<file path="config.mk">
export PLATFORM = sky130hd
export DESIGN_NAME = apb_slave_mem
export DESIGN_NICKNAME = d
export VERILOG_FILES = /design/src/rtl/apb_slave_mem.sv
export SDC_FILE = /design/constraint.sdc
export NUM_CORES = 1
export LEC_CHECK = 0
export CAP_MARGIN = 40
export CORE_MARGIN = 4
export CORE_UTILIZATION = 45
export DETAILED_ROUTE_END_ITERATION = 10
export HOLD_SLACK_MARGIN = 0.02
export PLACE_DENSITY = 0.61
export SLEW_MARGIN = 20
export SYNTH_ARGS = -nofsm -noshare
export SYNTH_HDL_FRONTEND = slang
export SYNTH_SLANG_ARGS = --single-unit
</file>
<file path="constraint.sdc">
create_clock -name pclk -period 1.9 [get_ports pclk]
set_input_delay 0.57 -clock pclk [delete_from_list [all_inputs] [get_ports pclk]]
set_output_delay 0.57 -clock pclk [all_outputs]
set_load 0.02 [all_outputs]
</file>
<file path="src/rtl/apb_slave_mem.sv">
// apb_slave_mem: APB slave with wait states, byte strobes and word-addressed memory
module apb_slave_mem #(
    parameter int ADDRESS_WIDTH = 32,
    parameter int DATA_WIDTH    = 32,
    parameter int MEM_DEPTH     = 16,
    parameter int WAIT_CYCLES   = 2
) (
    input  logic                    pclk,
    input  logic                    preset_n,
    input  logic                    psel,
    input  logic                    penable,
    input  logic [ADDRESS_WIDTH-1:0] paddr,
    input  logic                    pwrite,
    input  logic [DATA_WIDTH/8-1:0] pstrb,
    input  logic [DATA_WIDTH-1:0]   pwdata,
    input  logic [2:0]              pprot,
    output logic                    pready,
    output logic [DATA_WIDTH-1:0]   prdata,
    output logic                    pslverr
);
    localparam int SW  = DATA_WIDTH / 8;
    localparam int LSB = $clog2(SW);
    localparam int IW  = (MEM_DEPTH > 1) ? $clog2(MEM_DEPTH) : 1;
    localparam logic [ADDRESS_WIDTH-1:0] OFF_MASK = ADDRESS_WIDTH'(SW - 1);

    typedef enum logic {IDLE, ACCESS} state_t;

    state_t                  state_q, state_d;
    logic [3:0]              cnt_q, cnt_d;
    logic [IW-1:0]           idx_q, idx_d;
    logic                    write_q, write_d;
    logic [SW-1:0]           strb_q, strb_d;
    logic [DATA_WIDTH-1:0]   wdata_q, wdata_d;
    logic                    err_q, err_d;
    logic [DATA_WIDTH-1:0]   rdata_q, rdata_d;
    logic [DATA_WIDTH-1:0]   mem_q [MEM_DEPTH];
    logic [DATA_WIDTH-1:0]   mem_d [MEM_DEPTH];

    logic [ADDRESS_WIDTH-1:0] word_idx;
    logic [IW-1:0]            idx_in;
    logic                     err_in;
    logic                     unused_pprot;

    assign word_idx     = paddr >> LSB;
    assign idx_in       = word_idx[IW-1:0];
    assign err_in       = (|(paddr & OFF_MASK)) || (word_idx >= ADDRESS_WIDTH'(MEM_DEPTH));
    assign unused_pprot = ^pprot;

    assign pready  = (state_q == ACCESS) && (cnt_q == 4'd0);
    assign pslverr = pready && err_q;
    assign prdata  = (pready && !write_q && !err_q) ? rdata_q : '0;

    // Next state: latch the transfer at setup, count wait states, commit writes on completion
    always_comb begin
        state_d = state_q;
        cnt_d   = cnt_q;
        idx_d   = idx_q;
        write_d = write_q;
        strb_d  = strb_q;
        wdata_d = wdata_q;
        err_d   = err_q;
        rdata_d = rdata_q;
        mem_d   = mem_q;
        if (state_q == IDLE) begin
            if (psel && !penable) begin
                state_d = ACCESS;
                cnt_d   = 4'(WAIT_CYCLES);
                idx_d   = idx_in;
                write_d = pwrite;
                strb_d  = pstrb;
                wdata_d = pwdata;
                err_d   = err_in;
                rdata_d = err_in ? '0 : mem_q[idx_in];
            end
        end else if (!psel) begin
            state_d = IDLE;
        end else if (penable) begin
            if (cnt_q != 4'd0) begin
                cnt_d = cnt_q - 4'd1;
            end else begin
                state_d = IDLE;
                if (write_q && !err_q) begin
                    for (int i = 0; i < SW; i++) begin
                        if (strb_q[i]) mem_d[idx_q][8*i +: 8] = wdata_q[8*i +: 8];
                    end
                end
            end
        end
    end

    // State and memory registers; reset clears everything including memory
    always_ff @(posedge pclk or negedge preset_n) begin
        if (!preset_n) begin
            state_q <= IDLE;
            cnt_q   <= '0;
            idx_q   <= '0;
            write_q <= 1'b0;
            strb_q  <= '0;
            wdata_q <= '0;
            err_q   <= 1'b0;
            rdata_q <= '0;
            mem_q   <= '{default: '0};
        end else begin
            state_q <= state_d;
            cnt_q   <= cnt_d;
            idx_q   <= idx_d;
            write_q <= write_d;
            strb_q  <= strb_d;
            wdata_q <= wdata_d;
            err_q   <= err_d;
            rdata_q <= rdata_d;
            mem_q   <= mem_d;
        end
    end
endmodule

</file>
==> impl_metrics.env, run 1 <==
export IMPL_most_common_layout_cells="dfrtp_1 (591), mux2_4 (389), nand2_1 (171)"
export IMPL_final_cell_count_no_fill=2851
export IMPL_n_fill_cell=4524
export IMPL_ys_seq_area_share_pct=55.1
export IMPL_antenna_cells=0
export IMPL_critPathRequiredTime_ns=1.33
export IMPL_hold_violations=0
export IMPL_routed_wl_mm=69.4
export IMPL_worstSetupStartpointType="register"
export IMPL_period_share_pct=148
export IMPL_drcViolationCount=0
export IMPL_crit_path_top_delay_cell="dfrtp_1"
export IMPL_grt_usage_pct=21.9
export IMPL_critPathTopFamily="buffers and inverters"
export IMPL_avgRoutedWirePerCell_um=24.4
export IMPL_syn_num_nets=1831
export IMPL_die_h_um=252
export IMPL_placedCellCount=2711
export IMPL_multi_input_area_sq_um=13300
export IMPL_fin_ws_ns=-0.914
export IMPL_via_per_inst=5.72
export IMPL_placedInstanceArea_sq_um=30800
export IMPL_synth_main_ff_cell="dfrtp_1"
export IMPL_grt_pass1_wl_mm=109
export IMPL_skew_ns=0.0196
export IMPL_dr_first_iter_drc_count=940
export IMPL_cts_tree="built"
export IMPL_dieArea_sq_um=63700
export IMPL_status="finished, violations left"
export IMPL_start_util_pct=45.5
export IMPL_synthDistinctLibCells=41
export IMPL_drive_above_1_share_pct=51.5
export IMPL_setup_violations=549
export IMPL_cts_sinks=591
export IMPL_finalMaxSlewViolations=0
export IMPL_finish_utilization_pct=59.4
export IMPL_final_nets=2117
export IMPL_leakage_nw=17.2
export IMPL_grt_setup_unrepaired="yes"
export IMPL_area_growth_pct=30.5
export IMPL_dp_slack_ns=-0.766
export IMPL_grt_pass1_vias=17772
export IMPL_clk_pin_slew_ns=0.06
export IMPL_grt_overflow_total=0
export IMPL_synthCells=1754
export IMPL_period_needed_ns=2.81
export IMPL_dr_pass1_iters=5
export IMPL_cts_root_buf="clkbuf_16"
export IMPL_die_w_um=252
export IMPL_max_vdd_ir_drop_v=0.000776
export IMPL_core_area_sq_um=59000
export IMPL_gp_congestion=0.819
export IMPL_worst_slew_pin_slew_ns=0.735
export IMPL_path_class="register to primary output"
export IMPL_p_per_area_nw_per_um2=788
export IMPL_yosysWarningCount=0
export IMPL_hp_class="primary input to async pin"
export IMPL_final_common_cell="dfrtp_1"
export IMPL_dp_hpwl_mm=44.2
export IMPL_cts_buffers=66
export IMPL_via_count=16295
export IMPL_critPathBufInv=5
export IMPL_slew_headroom_pct=51.0
export IMPL_antenna_found_initial=1
export IMPL_io_pin_count=110
export IMPL_syn_area_sq_um=26900
export IMPL_ctsHtreeMaxLevel=3
export IMPL_cpMostUsedCell="buf_6"
export IMPL_worstPathMaxFanout=5
export IMPL_postLayoutCellArea_sq_um=35100
export IMPL_ys_seq_elements=591
export IMPL_avgSynthCellArea_sq_um=15.3
export IMPL_num_rows=89
export IMPL_maxCapViolCount=0
export IMPL_crit_chain="inv_2 -> ha_4 -> nand3_4 -> nor4_4 -> buf_6 -> buf_12 -> buf_16 -> and2_4 -> buf_6"
export IMPL_violations="negative setup slack"
export IMPL_synth_edff_count=0
export IMPL_clockBufferDepth=3
export IMPL_grt_max_degree=87
export IMPL_max_stage_delay_ns=0.41
export IMPL_seqCellArea_sq_um=14800
export IMPL_end_kind="primary output"
export IMPL_ant_nets=0
export IMPL_fmax_ghz=0.355
export IMPL_insertion_delay_ns=0.60
export IMPL_critPathArrivalTime_ns=2.24
export IMPL_port_buffers=106
export IMPL_async_flop_share_pct=100
## through the flow
step	setup TNS, ns	hold WS (ns)	total power [W]
after floorplan	-40.53	0.274	0.0142
after global placement	-365.07	0.462	0.0154
after detailed placement	-374.25	0.468	0.0154
after CTS	-371.48	0.447	0.0279
after global routing	-383.84	0.476	0.0286
final	-347.25	0.460	0.0276
## worst paths after layout
check	startpoint	to	slack, ns	depth (start not counted)
min in group pclk	mem_q[263]$_DFFE_PN0P_	mem_q[263]$_DFFE_PN0P_	0.48	1
worst max-delay path	cnt_q[0]$_DFFE_PN0P_	prdata[18]	-0.91	9
worst max register to register	cnt_q[0]$_DFFE_PN0P_	mem_q[435]$_DFFE_PN0P_	-0.78	13
max in group asynchronous	preset_n	mem_q[14]$_DFFE_PN0P_	0.61	3
worst min-delay path	preset_n	mem_q[422]$_DFFE_PN0P_	0.46	2
worst min register to register	mem_q[263]$_DFFE_PN0P_	mem_q[263]$_DFFE_PN0P_	0.48	1
## routing by layer
| metal | track usage [%] | wire [um] | up-vias |
|---|---|---|---|
| li1 | - | - | 7030 |
| met1 | 31.7 | 32200 | 8844 |
| met2 | 35.0 | 33000 | 324 |
| met3 | 4.01 | 2780 | 95 |
| met4 | 5.23 | 1420 | 2 |
| met5 | 0 | 13 | - |
## cell families (layout without fill, tap and decap cells)
kind of cell | count (synthesis) | count (layout) | share of synthesized area (%)
AOI/OAI and AO/OA | 103 | 103 | 3.00
DFF | 591 | 591 | 55.1
buffers and inverters | 104 | 428 | 1.77
adders and majority gates | 1 | 1 | 0.0466
muxes | 641 | 641 | 32.2
and+or+nand+nor | 314 | 314 | 7.89
## Yosys cell counts (2+ instances only)
library cell | instances | area (sq um)
mux2_2 | 480 | 5410
nand3_2 | 2 | 20.0
nor2_1 | 7 | 26.3
a22o_1 | 32 | 280
nand3_1 | 7 | 35.0
nand2_1 | 171 | 642
nor2_4 | 3 | 33.8
nor2_2 | 21 | 131
nor4_1 | 8 | 50.1
a22oi_1 | 62 | 465
or3b_2 | 2 | 17.5
a21oi_1 | 2 | 10.0
o21ai_0 | 2 | 10.0
dfrtp_1 | 591 | 14800
nor2_8 | 40 | 801
and2_1 | 34 | 213
mux4_2 | 128 | 2880
buf_4 | 6 | 45.0
buf_2 | 16 | 80.1
nor2b_1 | 4 | 25.0
buf_8 | 3 | 45.0
nand4b_1 | 4 | 35.0
nand4_1 | 3 | 18.8
and2b_1 | 3 | 22.5
clkbuf_1 | 74 | 278
mux2_1 | 32 | 360
inv_1 | 3 | 11.3
## state kept, by name (all words and copies together) (netlist names)
name and flops:
idx_q 4, strb_q 4, write_q 1, cnt_q 4, mem_q 512, wdata_q 32
err_q 1, state_q 1, rdata_q 32
## cell type report
class | instances | area share (%)
Sequential cell | 591 | 42.2
Clock buffer | 93 | 5.35
Inverter | 3 | 0.0321
Timing Repair Buffer | 319 | 11.2
Multi-Input combinational cell | 1059 | 38.0
Clock inverter | 13 | 0.446
Tap cell | 773 | 2.76
## timing repair
action,4_1_cts,5_1_grt
setup endpoints to repair,547,549
cloned,8,0
hold endpoints to repair,25,0
pin swaps,59,29
setup buffers,29,8
hold buffers,1,0
resized for setup,539,137
## worst reg2reg max path, delay by kind of cell, from the launching register on
family,cells,cell delay [ns]
buf+inv,8,0.97
simple gates,3,0.70
flops,1,0.41
mux,1,0.34
fa+ha+maj,1,0.15
## where the power goes
part | internal (W) | total [W] | switching, W
logic | 0.000909 | 0.00198 | 0.00107
clock network | 0.00713 | 0.0122 | 0.00505
registers | 0.0128 | 0.0135 | 0.000708
total | 0.0208 | 0.0276 | 0.00683
Power figures use the tool's default switching activity.
==> run 2: changes to the inputs <==
--- a/config.mk
+++ b/config.mk
@@ -5,6 +5,7 @@
 export SDC_FILE = /design/constraint.sdc
 export NUM_CORES = 1
 export LEC_CHECK = 0
+export ABC_AREA = 1
 export CAP_MARGIN = 40
 export CORE_MARGIN = 4
 export CORE_UTILIZATION = 45
==> run 2 against run 1 <==
  * The flow still finishes with violations (negative setup slack)
  * Cell count increased by 55%
  * Core utilization is 0.29 points lower
  * Clock skew decreased by 0.0014 ns
  * Die area rose by 3.6%
  * Critical path depth shrank 1
  * Worst setup slack gained 0.26 ns
  * Global-route usage is 3.5 points higher
  * Hold slack better by 0.013 ns
  * Synthesized cell count up 93%
  * Area after synthesis increased by 3.8%
  * Largest power group is now clock
  * Highest routed layer is now met4
==> impl_metrics.env, run 2 <==
export IMPL_grt_pass1_vias=23347
export IMPL_synth_area_leaders="dfrtp_1 (53%), nand2_1 (19%), nand3_1 (9.0%)"
export IMPL_top_register="mem_q"
export IMPL_die_h_um=257
export IMPL_synthDistinctLibCells=28
export IMPL_cts_root_buf="clkbuf_16"
export IMPL_ys_seq_area_share_pct=53.1
export IMPL_grt_overflow_total=0
export IMPL_worstPathMaxFanout=10
export IMPL_core_area_sq_um=60800
export IMPL_synth_top_area_share_pct=53.1
export IMPL_async_flop_share_pct=100
export IMPL_status="finished, violations left"
export IMPL_port_buffers=106
export IMPL_hold_violations=0
export IMPL_dieArea_sq_um=66000
export IMPL_placedCellCount=4214
export IMPL_io_pin_count=110
export IMPL_clk_pin_slew_ns=0.06
export IMPL_period_needed_ns=2.55
export IMPL_area_growth_pct=29.0
export IMPL_avgRoutedWirePerCell_um=20.8
export IMPL_final_nets=3674
export IMPL_largest_register_ffs=512
export IMPL_synthCells=3383
export IMPL_start_util_pct=45.8
export IMPL_dr_pass1_iters=6
export IMPL_grt_pass1_wl_mm=134
export IMPL_synth_main_ff_cell="dfrtp_1"
export IMPL_p_total_w=0.0306
export IMPL_worst_slew_pin_slew_ns=0.879
export IMPL_via_count=25287
export IMPL_ctsHtreeMaxLevel=3
export IMPL_hp_class="register to register"
export IMPL_worstSetupStartpointType="register"
export IMPL_grt_max_degree=77
export IMPL_skew_ns=0.0182
export IMPL_critPathRequiredTime_ns=1.33
export IMPL_max_vdd_ir_drop_v=0.000712
export IMPL_syn_area_sq_um=27900
export IMPL_final_cell_count_no_fill=4425
export IMPL_period_share_pct=134
export IMPL_syn_num_nets=3460
export IMPL_drcViolationCount=0
export IMPL_slew_headroom_pct=41.4
export IMPL_cts_sinks=591
export IMPL_fmax_ghz=0.392
export IMPL_ant_nets=0
export IMPL_finalMaxSlewViolations=0
export IMPL_insertion_delay_ns=0.60
export IMPL_synth_most_common_cell="nand2_1"
export IMPL_grt_usage_pct=25.4
export IMPL_leakage_nw=16.2
export IMPL_critPathArrivalTime_ns=1.98
export IMPL_setup_violations=546
export IMPL_clockBufferDepth=3
export IMPL_via_per_inst=5.71
export IMPL_dr_first_iter_drc_count=2723
export IMPL_num_rows=90
export IMPL_most_common_layout_cells="nand2_1 (1242), dfrtp_1 (591), nand3_1 (488)"
export IMPL_finish_utilization_pct=59.1
export IMPL_synth_edff_count=0
export IMPL_ys_seq_elements=591
export IMPL_violations="negative setup slack"
export IMPL_routed_wl_mm=91.9
export IMPL_grt_setup_unrepaired="yes"
export IMPL_maxCapViolCount=0
export IMPL_dp_hpwl_mm=52.7
export IMPL_die_w_um=257
export IMPL_p_per_area_nw_per_um2=851
export IMPL_yosys_top_cells_count="nand2_1 (1378), dfrtp_1 (591), nand3_1 (502), o21ai_1 (305), clkbuf_1 (119)"
export IMPL_antenna_found_initial=0
export IMPL_avgSynthCellArea_sq_um=8.24
export IMPL_setup_tns_ns=-255.31
export IMPL_gp_congestion=0.857
export IMPL_drive_above_1_share_pct=22.3
export IMPL_cts_tree="built"
export IMPL_top_regs="mem_q: 512 flops, rdata_q: 32 flops, wdata_q: 32 flops"
export IMPL_path_class="register to primary output"
export IMPL_yosysWarningCount=0
export IMPL_cts_buffers=67
export IMPL_fin_ws_ns=-0.652
export IMPL_antenna_cells=0
export IMPL_final_common_cell="nand2_1"
export IMPL_synth_top_cell_by_area="dfrtp_1"
export IMPL_end_kind="primary output"
-- run 2: cell count changes in the layout (fill, tap and decap cells not counted), moves of 45 or more --
cell / change
nand2_1: +1071
nand3_1: +482
mux2_4: -389
o21ai_1: +229
nand2_2: +134
mux4_2: -128
o21ai_2: +116
mux2_2: -90
nand3_4: +88
inv_1: +66
a22oi_1: -62
nor2_1: +48
o21ai_0: +45
-- run 2: per-layer routing --
metal | vias up | track usage [%] | routed length, um
li1 | 11536 | - | -
met1 | 12393 | 35.8 | 37900
met2 | 1146 | 41.4 | 43200
met3 | 212 | 3.87 | 7520
met4 | 0 | 7.30 | 3300
met5 | - | 0 | 0
-- run 2: final timing paths --
path / startpoint / end / slack (ns) / cells after the start
worst max-delay path: cnt_q[1]$_DFFE_PN0P_ / prdata[16] / -0.65 / 8
worst min-delay path: mem_q[412]$_DFFE_PN0P_ / mem_q[412]$_DFFE_PN0P_ / 0.47 / 2
worst max register to register: cnt_q[1]$_DFFE_PN0P_ / mem_q[161]$_DFFE_PN0P_ / -0.59 / 17
worst min register to register: mem_q[412]$_DFFE_PN0P_ / mem_q[412]$_DFFE_PN0P_ / 0.47 / 2
max in group asynchronous: preset_n / strb_q[1]$_DFFE_PN0P_ / 0.65 / 4
min in group asynchronous: preset_n / rdata_q[7]$_DFFE_PN0P_ / 0.48 / 2
-- run 2: repair_timing --
action,in CTS,in global routing
gates resized for setup,264,307
cloned,20,32
endpoints found under the setup margin,450,546
setup buffers,24,22
hold endpoints to repair,18,0
pin swaps,7,40
hold buffers,1,0
-- run 2: cell type report --
cell class | count | area [sq um]
Clock buffer | 101 | 2010
Clock inverter | 14 | 251
Fill cell | 5182 | 24900
Inverter | 93 | 359
Multi-Input combinational cell | 2509 | 13200
Sequential cell | 591 | 14800
Tap cell | 782 | 978
Timing Repair Buffer | 335 | 4320
-- run 2: metrics by stage --
stage / setup slack (ns) / area [sq um] / hold WS, ns
2_1_floorplan: 0.0230 / 28200 / 0.274
3_3_place_gp: -0.520 / 31000 / 0.461
3_5_place_dp: -0.543 / 31000 / 0.465
4_1_cts: -0.658 / 34200 / 0.459
5_1_grt: -0.715 / 35900 / 0.489
6_report: -0.652 / 35900 / 0.472
-- run 2: where the power goes --
group / switching, W / internal [W]
sequential: 0.000414 / 0.0128
clock: 0.00518 / 0.00823
combinational: 0.00285 / 0.00111
total: 0.00844 / 0.0221
-- run 2: worst max-delay path, stage by stage, from the launching register on --
cell,delay (ns)
dfrtp_1,0.37
inv_2,0.08
ha_4,0.15
nand4_4,0.11
inv_4,0.10
nand2_8,0.11
buf_16,0.20
nor2_4,0.11
buf_6,0.12
-- run 2: cells by family (layout without fill, tap and decap cells) --
logic type	after synthesis	after routing	synth area share, %
xor+xnor	1	1	0.0314
compound gates	419	419	7.87
fa+ha+maj	1	1	0.0449
mux	13	13	0.525
flops	591	591	53.1
buf+inv	320	543	5.90
simple gates	2038	2075	32.6
==> run 3: changes to the inputs <==
--- a/config.mk
+++ b/config.mk
@@ -6,6 +6,7 @@
 export NUM_CORES = 1
 export LEC_CHECK = 0
 export ABC_AREA = 1
+export ABC_CLOCK_PERIOD_IN_PS = 1900
 export CAP_MARGIN = 40
 export CORE_MARGIN = 4
 export CORE_UTILIZATION = 45
==> results of run 3 <==
Same layout as run 2: the final DEF is identical, and so are final timing and power.
